===== src/rtl/lightsaber_pkg.sv =====
// Shared types and constants for the lightsaber blade control slice.
package lightsaber_pkg;

   localparam int unsigned LEN_W      = 9;
   localparam int unsigned CU_PER_INT = 100;

   typedef enum logic [2:0] {
      ST_OFF      = 3'd0,
      ST_IGNITE   = 3'd1,
      ST_ON       = 3'd2,
      ST_RETRACT  = 3'd3,
      ST_COOLDOWN = 3'd4,
      ST_LOCKOUT  = 3'd5
   } state_t;

   localparam logic [1:0] USE_IDLE  = 2'd0;
   localparam logic [1:0] USE_TRAIN = 2'd1;
   localparam logic [1:0] USE_DUEL  = 2'd2;
   localparam logic [1:0] USE_CUT   = 2'd3;

   // Target length in centi-units from integer and hundredths parts.
   function automatic logic [LEN_W-1:0] target_cu(input logic [1:0] ti, input logic [5:0] td);
      return LEN_W'(ti) * LEN_W'(CU_PER_INT) + LEN_W'(td);
   endfunction

endpackage


===== src/rtl/blade_sequencer_if.sv =====
// User/power-unit side signals of the blade sequencer.
interface blade_sequencer_if;
   import lightsaber_pkg::*;

   logic             on_req;
   logic [1:0]       tgt_int;
   logic [5:0]       tgt_dec;
   logic [1:0]       use_sel;
   logic [7:0]       power_level;
   logic             power_warn;
   logic             blade_on;
   logic [LEN_W-1:0] blade_len;
   logic [1:0]       power_use;
   logic [2:0]       state;
   logic             ignite_denied;
   logic             fault;

   modport master (
      output on_req, tgt_int, tgt_dec, use_sel, power_level, power_warn,
      input  blade_on, blade_len, power_use, state, ignite_denied, fault
   );

   modport slave (
      input  on_req, tgt_int, tgt_dec, use_sel, power_level, power_warn,
      output blade_on, blade_len, power_use, state, ignite_denied, fault
   );
endinterface


===== src/rtl/blade_sequencer_length_ramp.sv =====
// Registered saturating up/down stepper for the blade length.
// Up: min(len+STEP, limit). Down: max(len-STEP, 0, limit).
module length_ramp
   import lightsaber_pkg::*;
#(
   parameter int unsigned STEP = 10
) (
   input  logic             clk,
   input  logic             rst,
   input  logic             clr,
   input  logic             en,
   input  logic             dir,
   input  logic [LEN_W-1:0] limit,
   output logic [LEN_W-1:0] len
);

   localparam logic [LEN_W:0] STEP10 = (LEN_W+1)'(STEP);

   logic [LEN_W:0] len10, lim10, up, up_sat, dn, dn_sat, nxt;

   // Next length, computed one bit wider so the step never wraps.
   always_comb begin
      len10  = {1'b0, len};
      lim10  = {1'b0, limit};
      up     = len10 + STEP10;
      up_sat = (up > lim10) ? lim10 : up;
      dn     = (len10 > STEP10) ? len10 - STEP10 : '0;
      dn_sat = (dn < lim10) ? lim10 : dn;
      nxt    = dir ? up_sat : dn_sat;
   end

   // Length register.
   always_ff @(posedge clk) begin
      if (rst || clr)
         len <= '0;
      else if (en)
         len <= LEN_W'(nxt);
   end

endmodule


===== src/rtl/blade_sequencer.sv =====
// Ignition/retraction sequencer: FSM, cooldown counter and fault latch.
module blade_sequencer
   import lightsaber_pkg::*;
#(
   parameter int unsigned STEP       = 10,
   parameter int unsigned MIN_IGNITE = 16,
   parameter int unsigned COOLDOWN   = 8
) (
   input logic          clk,
   input logic          rst,
   blade_sequencer_if.slave bus
);

   localparam int unsigned CW      = (COOLDOWN > 2) ? $clog2(COOLDOWN) : 1;
   localparam logic [CW-1:0] CD_LOAD = CW'((COOLDOWN > 0) ? COOLDOWN - 1 : 0);
   localparam logic [LEN_W:0] STEP10 = (LEN_W+1)'(STEP);

   state_t           st, st_n;
   logic             fault, fault_n;
   logic [CW-1:0]    cd, cd_n;
   logic             blade_on_q;
   logic [1:0]       power_use_q;
   logic [LEN_W-1:0] tgt, len;
   logic [LEN_W:0]   tgt10, len10;
   logic             lvl_ok, ign_ok, reach_tgt, reach_zero;
   logic             r_en, r_dir, r_clr;
   logic [LEN_W-1:0] r_lim;

   assign tgt        = target_cu(bus.tgt_int, bus.tgt_dec);
   assign tgt10      = {1'b0, tgt};
   assign len10      = {1'b0, len};
   assign lvl_ok     = bus.power_level >= 8'(MIN_IGNITE);
   assign ign_ok     = bus.on_req && !bus.power_warn && lvl_ok;
   // The ramp's own min/max land exactly on these conditions.
   assign reach_tgt  = (len10 + STEP10) >= tgt10;
   assign reach_zero = len10 <= STEP10;

   length_ramp #(.STEP(STEP)) u_ramp (
      .clk   (clk),
      .rst   (rst),
      .clr   (r_clr),
      .en    (r_en),
      .dir   (r_dir),
      .limit (r_lim),
      .len   (len)
   );

   // Next state, ramp control, cooldown and fault next values.
   always_comb begin
      st_n    = st;
      fault_n = fault;
      cd_n    = cd;
      r_en    = 1'b0;
      r_dir   = 1'b1;
      r_lim   = tgt;
      r_clr   = 1'b0;
      case (st)
         ST_OFF: begin
            if (ign_ok)
               st_n = ST_IGNITE;
         end
         ST_IGNITE, ST_ON: begin
            // Length holds on the exit edge; retract starts next cycle.
            if (bus.power_warn) begin
               st_n    = ST_RETRACT;
               fault_n = 1'b1;
            end else if (!bus.on_req) begin
               st_n = ST_RETRACT;
            end else if (st == ST_IGNITE) begin
               r_en = 1'b1;
               if (reach_tgt)
                  st_n = ST_ON;
            end else begin
               r_en  = 1'b1;
               r_dir = tgt10 > len10;
            end
         end
         ST_RETRACT: begin
            r_en  = 1'b1;
            r_dir = 1'b0;
            r_lim = '0;
            if (reach_zero) begin
               if (fault)
                  st_n = ST_LOCKOUT;
               else if (COOLDOWN == 0)
                  st_n = ST_OFF;
               else begin
                  st_n = ST_COOLDOWN;
                  cd_n = CD_LOAD;
               end
            end
         end
         ST_COOLDOWN: begin
            if (cd == '0)
               st_n = ST_OFF;
            else
               cd_n = cd - 1'b1;
         end
         ST_LOCKOUT: begin
            if (!bus.on_req && !bus.power_warn && lvl_ok) begin
               st_n    = ST_OFF;
               fault_n = 1'b0;
            end
         end
         default: begin
            st_n  = ST_OFF;
            r_clr = 1'b1;
         end
      endcase
   end

   // State, flags and registered outputs.
   always_ff @(posedge clk) begin
      if (rst) begin
         st          <= ST_OFF;
         fault       <= 1'b0;
         cd          <= '0;
         blade_on_q  <= 1'b0;
         power_use_q <= USE_IDLE;
      end else begin
         st          <= st_n;
         fault       <= fault_n;
         cd          <= cd_n;
         blade_on_q  <= (st_n == ST_IGNITE) || (st_n == ST_ON) || (st_n == ST_RETRACT);
         if (st_n == ST_ON)
            power_use_q <= bus.use_sel;
         else if ((st_n == ST_IGNITE) || (st_n == ST_RETRACT))
            power_use_q <= USE_TRAIN;
         else
            power_use_q <= USE_IDLE;
      end
   end

   assign bus.state         = st;
   assign bus.blade_len     = len;
   assign bus.blade_on      = blade_on_q;
   assign bus.power_use     = power_use_q;
   assign bus.fault         = fault;
   assign bus.ignite_denied = !rst && (st == ST_OFF) && bus.on_req && !ign_ok;

endmodule


===== src/flat_wrapper.sv =====
// flat-port wrapper written by rule: the top's interface ports become plain ports
module blade_sequencer_flat import lightsaber_pkg::*;
#(
   parameter int unsigned STEP       = 10,
   parameter int unsigned MIN_IGNITE = 16,
   parameter int unsigned COOLDOWN   = 8
)
  (clk, rst, bus_on_req, bus_tgt_int, bus_tgt_dec, bus_use_sel, bus_power_level, bus_power_warn, bus_blade_on, bus_blade_len, bus_power_use, bus_state, bus_ignite_denied, bus_fault);
  blade_sequencer_if bus_i ();
  input logic clk;
  input logic rst;
  input wire logic [$bits(bus_i.on_req)-1:0] bus_on_req;
  input wire logic [$bits(bus_i.tgt_int)-1:0] bus_tgt_int;
  input wire logic [$bits(bus_i.tgt_dec)-1:0] bus_tgt_dec;
  input wire logic [$bits(bus_i.use_sel)-1:0] bus_use_sel;
  input wire logic [$bits(bus_i.power_level)-1:0] bus_power_level;
  input wire logic [$bits(bus_i.power_warn)-1:0] bus_power_warn;
  output wire logic [$bits(bus_i.blade_on)-1:0] bus_blade_on;
  output wire logic [$bits(bus_i.blade_len)-1:0] bus_blade_len;
  output wire logic [$bits(bus_i.power_use)-1:0] bus_power_use;
  output wire logic [$bits(bus_i.state)-1:0] bus_state;
  output wire logic [$bits(bus_i.ignite_denied)-1:0] bus_ignite_denied;
  output wire logic [$bits(bus_i.fault)-1:0] bus_fault;
  assign bus_i.on_req = bus_on_req;
  assign bus_i.tgt_int = bus_tgt_int;
  assign bus_i.tgt_dec = bus_tgt_dec;
  assign bus_i.use_sel = bus_use_sel;
  assign bus_i.power_level = bus_power_level;
  assign bus_i.power_warn = bus_power_warn;
  assign bus_blade_on = bus_i.blade_on;
  assign bus_blade_len = bus_i.blade_len;
  assign bus_power_use = bus_i.power_use;
  assign bus_state = bus_i.state;
  assign bus_ignite_denied = bus_i.ignite_denied;
  assign bus_fault = bus_i.fault;
  blade_sequencer #(.STEP(STEP), .MIN_IGNITE(MIN_IGNITE), .COOLDOWN(COOLDOWN)) u_core (.clk(clk), .rst(rst), .bus(bus_i));
endmodule

===== config.mk =====
export PLATFORM = sky130hd
export DESIGN_NAME = blade_sequencer_flat
export DESIGN_NICKNAME = d
export VERILOG_FILES = /design/src/rtl/lightsaber_pkg.sv /design/src/rtl/blade_sequencer_if.sv /design/src/rtl/blade_sequencer_length_ramp.sv /design/src/rtl/blade_sequencer.sv /design/src/flat_wrapper.sv
export SDC_FILE = /design/constraint.sdc
export NUM_CORES = 1
export LEC_CHECK = 0
export CORE_MARGIN = 2
export CORE_UTILIZATION = 32
export DETAILED_ROUTE_END_ITERATION = 6
export PLACE_DENSITY = 0.53
export SYNTH_ARGS = -nofsm -noshare
export SYNTH_HDL_FRONTEND = slang
export SYNTH_HIERARCHICAL = 1
export SYNTH_SLANG_ARGS = --single-unit

===== constraint.sdc =====
create_clock -name clk -period 3.9 [get_ports clk]
set_input_delay 0.585 -clock clk [delete_from_list [all_inputs] [get_ports clk]]
set_output_delay 0.585 -clock clk [all_outputs]
set_load 0.01 [all_outputs]

==> results <==
- The switching part of the total power is 0.5050.
- The max-cap violation count is 0.
- The final-report max-slew violation count is 0.
- The cell type with the highest aggregate area in the netlist is sky130_fd_sc_hd__ha_1.
- The worst slew margin relative to its limit is 0.5330.
- Once detail routing completed, the nets flagged for antenna violations numbered 0.
- On the worst path, the slowest cell contributes a delay of roughly 0.44 ns.
- Counting flops with a built-in enable in the synthesized netlist gives 0.
- Data on the critical path is required at its endpoint by ~4.1 ns.
- The via count of the first global-routing pass is around 2800.
- For this design the ratio of total power to cell area is between 600 and 700 nW/um2.
- The CTS clock-pin slew for the worst setup and hold paths is 0.08 ns.
- The part of the Yosys area used for sequential elements is 0.1351.
- Counting both buffers and inverters, the worst setup path holds a total of 4.
- After the last flow step, the layout net total stands at between 500 and 600.
- The dominant synthesized flop cell is sky130_fd_sc_hd__dfxtp_1.
- By area the synthesized netlist is led by sky130_fd_sc_hd__ha_1 20%, sky130_fd_sc_hd__dfxtp_1 14%, sky130_fd_sc_hd__o21ai_0 5.2%.
- The net switching power of the design is around 1.2 mW.
- Along the worst path, the maximum fanout reaches 6.
- For the final routed database, the setup TNS stands at 0 ns.
- The total via count after detailed routing is 2968.
- The area of the mapped netlist is ~2800 um2.
- The logic gate share of total power is 0.794.
- For this run, the number of Yosys warnings is 6.
- The library cell contributing the largest single delay on the critical path is sky130_fd_sc_hd__clkdlybuf4s50_1.
- The boundary pin count is 39.
- The post-synth net total is 441.
- The number of remaining DRC errors is 0.
- Summed over all layers, the global routing overflow is 0.
- STA puts the critical path data arrival time at about 4 ns.
- The number of buffers between clock root and the deepest sink is 2.
- The clock arrives with about 0.0057 ns of skew.
- Summed over all cells, the static leakage comes to ~1.5 nW.
- The area enclosed by the die boundary is ~9600 um2.
- The congestion estimate from routability-driven global placement came to 0.8330.
- The number of register bits inferred by synthesis is 19.
- The type of the worst setup path is in -> reg.
- The area of the core is ~8600 um2.
- Summed over all layers, the routed wires come to 8.304 mm.
- The post-layout minimum cycle time is ~3.7 ns.
- The highest ir drop seen on vdd is between 0.2 and 0.25 mV.
- The proportion of power drawn by flip-flops and latches is 0.145.
- The worst min-delay path class is reg -> reg.
- The first-pass GRT wire length is around 14 mm.
- The overall routing resource usage is 0.1714.
- The most common cell in the synthesized netlist is sky130_fd_sc_hd__ha_1.
- The share of the synthesized area in the top cell type is 0.2044.
- The die outline height is about 98 um.
- The layout cell share with drive strength beyond 1 is 0.1632.
- After filler insertion, the fill cell instance count of the layout stands at 900.
- The maximum frequency from static timing analysis is approximately 270 MHz.
- The sequential cells in the finished layout cover a total of between 300 and 400 um2.
- The area growth from synthesis to layout is 29.90%.
- Entering global routing, the biggest net connects 20 pins.
- Using the TritonRoute via totals, the vias-per-cell ratio works out to between 5 and 6.
- The transition time of the tightest slew-check pin is ~0.70 ns.
- The final number of hold-violating endpoints was 0.
- The area used by multi-input combinational logic is about 2300 um2.
- The final core utilization is 0.4236.
- The detailed placer's ending HPWL is 6.514 mm.
- TritonCTS created 3 clock buffers.
- The kind of cell adding the most delay to the critical path is simple AND/OR/NAND/NOR gates.
- The share of async-settable or async-resettable flops after synthesis is 0.
- The root buffer cell chosen for the clock tree is sky130_fd_sc_hd__clkbuf_8.
- The hold buffer count at CTS is 0.
- The part of the cycle the worst path needs is 0.9613.
- The final setup violation count is 0.
- The number of I/O port buffers is 34.
- The number of distinct library cells after synthesis is 61.
- The synthesized instance count is approximately 370.
- 0 antenna diodes ended up in the layout.
- The flow ran to the end, and the final reports show no timing, DRC or antenna violations.
- The cell seen most often among critical-path stages is sky130_fd_sc_hd__buf_4.
- Row generation in the floorplan step produced 34 rows.
- The type of origin of the critical path is a primary input.
- The signal on the critical path passes through clkdlybuf4s50_1, ha_2, fa_2, a31oi_4, xnor2_1, buf_4, nor2_2, inv_1, ha_1, and3_1, nand4_1, buf_4, o211ai_4, or3_1, a21o_1, a41oi_2.
- The initial utilization of the core area, before any placement, comes to 0.3261.
- The count of TritonRoute iterations in the first routing pass is 5.
- The average footprint of a synthesized cell is between 7 and 8 um2.
- After synthesis, the most frequently instantiated cells are 46 x sky130_fd_sc_hd__ha_1, 37 x sky130_fd_sc_hd__inv_1, 31 x sky130_fd_sc_hd__nor2_1.
- The routed length per instance is ~15 um.
- TritonCTS built the clock tree.
- The number of antenna violations at the first check in global routing is 0.
- The CTS sink count is 19.
- At the later pin of the worst-skew pair, clock insertion delay measures 0.26 ns.
- The internal power of the cells totals around 1.2 mW.
- The share of total power dissipated in the clock network is 0.061.
- STA classifies the critical path endpoint as a flop.
- The first routing iteration left 143 violations.
- The die width is a little under 100 um.
- CTS built an H-tree with a depth of 1.
-- metrics by stage --
stage	setup WS (ns)	hold slack, ns	cell area, um2	power [mW]	instances
5_1_grt	-0.004239	0.5114	3659	2.562	543
4_1_cts	-0.003915	0.4811	3590	2.291	542
3_3_place_gp	-0.3754	0.4679	3511	2.086	536
3_5_place_dp	-0.4126	0.4648	3511	2.099	536
6_report	0.1509	0.4812	3659	2.338	543
2_1_floorplan	0.3488	0.4430	2816	1.535	372
-- state kept, by name, summed over array words and instances (netlist names) --
signal	flops
u_core/bus.power_use	2
u_core/cd	3
u_core/bus.state	3
u_core/bus.blade_on	1
u_core/u_ramp/len	9
u_core/bus.fault	1
-- final timing paths --
check	slack [ns]	start	depth (start not counted)	end
max reg2reg	0.53	u_core/u_ramp/len[6]$_SDFFE_PP0P_	10	u_core/u_ramp/len[5]$_SDFFE_PP0P_
min	0.48	u_core/cd[0]$_SDFFE_PP0P_	1	u_core/cd[0]$_SDFFE_PP0P_
max	0.15	bus_tgt_int[0]	16	u_core/u_ramp/len[5]$_SDFFE_PP0P_
min reg2reg	0.48	u_core/cd[0]$_SDFFE_PP0P_	1	u_core/cd[0]$_SDFFE_PP0P_
-- cell families after synthesis --
| logic type | Yosys count | share of synthesized area |
|---|---|---|
| and+or+nand+nor | 118 | 0.2204 |
| muxes | 2 | 0.007108 |
| DFF | 19 | 0.1350 |
| adders and majority gates | 47 | 0.2115 |
| xor gates and xnor gates | 19 | 0.05908 |
| AOI/OAI and AO/OA | 113 | 0.2883 |
| buffers and inverters | 54 | 0.07863 |
-- cells in the final DEF (no fill, tap or decap), drive strengths merged, types with 5 or more instances in the layout --
master	n
a31oi	7
nand2	15
o21ai	30
nand3	14
nor3	15
nand4	6
nor4	5
or3	6
nor2b	10
a41oi	6
a21o	8
o211ai	5
clkdlybuf4s50	34
o21a	10
buf	40
dfxtp	19
a21oi	15
ha	46
nor2	32
xnor2	16
inv	38
a211oi	9
-- power by group through the flow --
stage / clock network, mW / logic (mW) / registers (mW)
finish: 0.143 / 1.86 / 0.340
global route: 0.155 / 2.05 / 0.353
CTS: 0.149 / 1.80 / 0.338
detailed placement: 0 / 1.76 / 0.343
global placement: 0 / 1.74 / 0.346
floorplan: 0 / 1.19 / 0.348
-- layer usage --
layer | track usage | share of wire | wire, um
met5 | 0 | 0 | 0
met4 | 0.02350 | 0.0043 | 36
met3 | 0.02505 | 0.043 | 359
met2 | 0.2838 | 0.47 | 3931
met1 | 0.2430 | 0.48 | 3976
-- layout make-up --
| class | instances | share of cell area |
|---|---|---|
| multi-input cells | 300 | 0.6289 |
| repair buffers | 74 | 0.1785 |
| flip-flops and latches | 19 | 0.1040 |
| inverters | 38 | 0.03899 |
| well taps | 108 | 0.03694 |
| clock buffers | 3 | 0.01129 |
| clock inverters | 1 | 0.001368 |
-- worst reg2reg max path, stage by stage, from the launching register on --
cell and delay, ns:
sky130_fd_sc_hd__dfxtp_1 0.32, sky130_fd_sc_hd__or4_4 0.55, sky130_fd_sc_hd__a211oi_4 0.52, sky130_fd_sc_hd__nor2_1 0.15, sky130_fd_sc_hd__ha_1 0.33, sky130_fd_sc_hd__and4_1 0.22
sky130_fd_sc_hd__o21a_1 0.11, sky130_fd_sc_hd__o31a_2 0.40, sky130_fd_sc_hd__or3_1 0.34, sky130_fd_sc_hd__a21o_1 0.17, sky130_fd_sc_hd__a41oi_2 0.18
-- repair_timing --
item	in CTS	in global routing
hold endpoints to repair	0	0
buffers inserted	1	1
resized for setup	7	12
cloned	1	0
pin swaps	2	5
endpoints found under the setup margin	8	9
Note: power is estimated with default switching activity, not from simulation.
